## src/rtl/exe_unit_driver.sv

```systemverilog
// exe_unit_driver: issues one ALU command to an exe unit, waits its latency, returns result/status.
module exe_unit_driver #(
  parameter int ARG_BYTES   = 4,
  parameter int EXE_LATENCY = 1,
  parameter int ERR_CNT_W   = 8
) (
  input  logic                 i_clk,
  input  logic                 i_rsn,
  input  logic                 i_cmd_valid,
  output logic                 o_cmd_ready,
  input  logic [1:0]           i_cmd_oper,
  input  logic [ARG_BYTES-1:0] i_cmd_argA,
  input  logic [ARG_BYTES-1:0] i_cmd_argB,
  output logic [1:0]           o_exe_oper,
  output logic [ARG_BYTES-1:0] o_exe_argA,
  output logic [ARG_BYTES-1:0] o_exe_argB,
  input  logic [ARG_BYTES-1:0] i_exe_result,
  input  logic [3:0]           i_exe_status,
  output logic                 o_rsp_valid,
  input  logic                 i_rsp_ready,
  output logic [ARG_BYTES-1:0] o_rsp_result,
  output logic [3:0]           o_rsp_status,
  output logic [ERR_CNT_W-1:0] o_err_cnt
);
  typedef enum logic [1:0] {IDLE, WAIT, RESP} state_t;
  localparam int CW = EXE_LATENCY > 1 ? $clog2(EXE_LATENCY) : 1;
  localparam logic [CW-1:0] CNT_INIT = CW'(EXE_LATENCY - 1);
  state_t               state_q;
  logic [CW-1:0]        cnt_q;
  logic [1:0]           oper_q;
  logic [ARG_BYTES-1:0] arg_a_q, arg_b_q, res_q;
  logic [3:0]           st_q;
  logic [ERR_CNT_W-1:0] err_q;
  always_ff @(posedge i_clk or negedge i_rsn) begin
    if (!i_rsn) begin
      state_q <= IDLE;
      cnt_q   <= '0;
      oper_q  <= '0;
      arg_a_q <= '0;
      arg_b_q <= '0;
      res_q   <= '0;
      st_q    <= '0;
      err_q   <= '0;
    end else begin
      case (state_q)
        IDLE: if (i_cmd_valid) begin
          oper_q  <= i_cmd_oper;
          arg_a_q <= i_cmd_argA;
          arg_b_q <= i_cmd_argB;
          cnt_q   <= CNT_INIT;
          state_q <= WAIT;
        end
        WAIT: if (cnt_q != '0) cnt_q <= cnt_q - 1'b1;
        else begin
          res_q   <= i_exe_result;
          st_q    <= i_exe_status;
          if (i_exe_status[3] && err_q != '1) err_q <= err_q + 1'b1;
          state_q <= RESP;
        end
        RESP: if (i_rsp_ready) state_q <= IDLE;
        default: state_q <= IDLE;
      endcase
    end
  end
  assign o_cmd_ready  = state_q == IDLE;
  assign o_rsp_valid  = state_q == RESP;
  assign o_exe_oper   = oper_q;
  assign o_exe_argA   = arg_a_q;
  assign o_exe_argB   = arg_b_q;
  assign o_rsp_result = res_q;
  assign o_rsp_status = st_q;
  assign o_err_cnt    = err_q;
endmodule

```

## config.mk

```make
export PLATFORM = sky130hd
export DESIGN_NAME = exe_unit_driver
export DESIGN_NICKNAME = d
export VERILOG_FILES = /design/src/rtl/exe_unit_driver.sv
export SDC_FILE = /design/constraint.sdc
export NUM_CORES = 1
export LEC_CHECK = 0
export BUFFER_PORTS_ARGS = -buffer_cell sky130_fd_sc_hd__buf_2
export CAP_MARGIN = 20
export CORE_MARGIN = 2
export CORE_UTILIZATION = 50
export CTS_BUF_LIST = sky130_fd_sc_hd__clkbuf_4 sky130_fd_sc_hd__clkbuf_8 sky130_fd_sc_hd__clkbuf_16
export CTS_CLUSTER_SIZE = 16
export DETAILED_ROUTE_END_ITERATION = 10
export MAX_ROUTING_LAYER = met4
export PLACE_DENSITY = 0.94
export SKIP_CTS_REPAIR_TIMING = 1
export SYNTH_ARGS = -nofsm -noshare
export SYNTH_HDL_FRONTEND = slang
export SYNTH_SLANG_ARGS = --single-unit
```

## constraint.sdc

```tcl
create_clock -name i_clk -period 2 [get_ports i_clk]
set_input_delay 0.4 -clock i_clk [delete_from_list [all_inputs] [get_ports i_clk]]
set_output_delay 0.4 -clock i_clk [all_outputs]
set_load 0.05 [all_outputs]
```

==> impl_metrics.toml <==
[grt]
grt_util_met3_pct = 4.29
busiest_layer = "met2"
grt_pass1_vias = 784
grtUsageMet2_pct = 29.8
overflow = 0
grt_use_met1_pct = 21.7
grtUsageTotal_pct = 19.0
grt_pass1_wl_mm = 3.55
grt_max_degree = 29
antenna_found_initial = 0

[drt]
wl_per_cell_um = 14.0
via_count = 863
viasPerCell = 5.20
dr.pass1.iters = 4
drt_iter0_drc = 5
wirelength_mm = 2.32
drc = 0
drtAntennaViolNets = 0

[final_layout]
final_nets = 162
final_cells = 166
nFillCells = 168
syn2layout_area_growth_pct = 25.2
multiInputGateArea_um2 = 465
ff_latch_area_um2 = 701
antenna-diode-count = 0
layout-drive-gt1-share_pct = 53.6

[sta]
maxSlewHeadroom_pct = 60.6
post-route-min-period_ns = 1.63
period_share_pct = 81.6
whs_ns = 0.0533
finalHoldViolations = 0
setup_violations = 0
fmax_mhz = 613
skew_ns = 0.00819
grt_setup_unrepaired = "false"
worstMarginPinSlew_ns = 0.591
setup_tns_ns = 0
slew_violations = 0

[floorplan]
io_pins = 50
row_count = 17
start_util_pct = 53.3
fp.dieH_um = 52.8
die_area_mm2 = 0.00279
die_x_um = 52.8
core-area_mm2 = 0.00223

[logic_synthesis]
yosysSeqAreaShare_pct = 58.9
synth_top_cell_by_area = "dfrtp_1"
syn-num-nets = 110
synthDistinctLibCells = 26
ys.warnings.count = 0
synth_common_cells = "dfrtp_1 (28), mux2_4 (9), mux2_2 (8), nand2_1 (8), nor2_1 (5)"
ys_seq_elements = 28
yosysMostFrequentCell = "dfrtp_1"
ys.flop_type = "dfrtp_1"
syn_area_mm2 = 0.00119
synth_edf_count = 0
synth_top_area_share_pct = 58.9
synth_area_per_cell_um2 = 13.7
yosys-top-cells-area = "dfrtp_1 (59%), mux2_4 (11%), mux2_2 (7.6%)"
syn_inst = 87
synthArstFlopShare_pct = 100

[setup_path]
worstPathArrival_ns = 1.23
cp-start-kind = "register"
end_kind = "output port"
crit_type = "register to output port"
required_ns = 1.60
crit_fanout = 5

[placed_design]
dpl.cell_count = 162
dpl.hpwl_mm = 1.87
port_buffers = 49
place_congestion = 0.855

[run_status]
status = "finished, final reports clean"

[cts]
clock_sinks = 28
root_buffer = "clkbuf_4"
cts_buffers = 3
clockBufferDepth = 2
clk_latency_ns = 0.32
cts.htree.levels = 1
cts_tree = "built"
clk_pin_slew_ns = 0.14

[hold_path]
min_path_type = "input port to async pin"

[flow_run]
drv_cap = 0
-- per-layer routing --
metal	up-vias	share of wire, %
met1	417	39
met3	6	5.6
met2	38	53
met5	-	0
met4	0	2.8
li1	402	-
-- cells by family (layout without fill, tap and decap cells) --
| logic type | count (synthesis) | after routing | synth area share [%] |
|---|---|---|---|
| and+or+nand+nor | 27 | 27 | 12.1 |
| muxes | 19 | 19 | 20.8 |
| AOI/OAI and AO/OA | 4 | 4 | 2.21 |
| DFF | 28 | 28 | 58.9 |
| adders and majority gates | 1 | 1 | 1.05 |
| buffers and inverters | 4 | 55 | 2.00 |
| xor gates and xnor gates | 4 | 4 | 2.94 |
-- cell type report --
cell class,count,share of cell area [%]
inverter,2,0.504
clock buffer,4,2.43
multi-input combinational,55,31.2
timing repair buffer,49,16.5
sequential,28,47.0
tap,28,2.35
-- worst paths after layout --
path                                              from                           to  slack [ns]  cells after the start
setup / recovery                state_q[0]$_DFFE_PN0P_                  o_rsp_valid        0.37                      3
hold / removal                                   i_rsn    o_exe_oper[1]$_DFFE_PN0P_        0.05                      1
setup reg to reg              o_err_cnt[0]$_DFFE_PN0P_     o_err_cnt[3]$_DFFE_PN0P_        0.54                      5
hold reg to reg            o_rsp_status[3]$_DFFE_PN0N_  o_rsp_status[3]$_DFFE_PN0N_        0.50                      2
max in group asynchronous                        i_rsn     o_err_cnt[2]$_DFFE_PN0P_        1.55                      1
min in group i_clk                         i_rsp_ready       state_q[1]$_DFFE_PN0P_        0.26                      2
-- sequential cells by signal, summed over array words and instances (netlist names) --
register      cells
o_exe_argA        4
o_rsp_result      4
o_exe_argB        4
state_q           2
o_err_cnt         8
o_exe_oper        2
o_rsp_status      4
-- cell usage in the layout, fill, tap and decap left out, types with 2 or more instances in the layout --
cell      count
nand3_1       4
xor2_1        2
nand2b_1      2
clkbuf_4      3
nor2_1        5
nand2_1       8
buf_2        49
xnor2_1       2
dfrtp_1      28
inv_1         2
mux2_2        8
mux2_4        9
mux2_1        2
-- metrics by stage --
stage / util (%) / area (µm²) / worst slack (ns)
after global routing: 66.7 / 1490 / 0.281
after CTS: 66.7 / 1490 / 0.360
after floorplan: - / 1190 / 0.0605
after global placement: 65.1 / 1450 / 0.679
final: 66.7 / 1490 / 0.368
after detailed placement: 65.1 / 1450 / 0.554
-- worst max-delay path, cell delays in order, from the launching register on --
cell and delay, ns:
dfrtp_1 0.44, nand2b_1 0.17, inv_1 0.05, buf_2 0.25
Power is not shown: default switching activity piles up to over one toggle a cycle in this logic, so the estimate is an artifact.
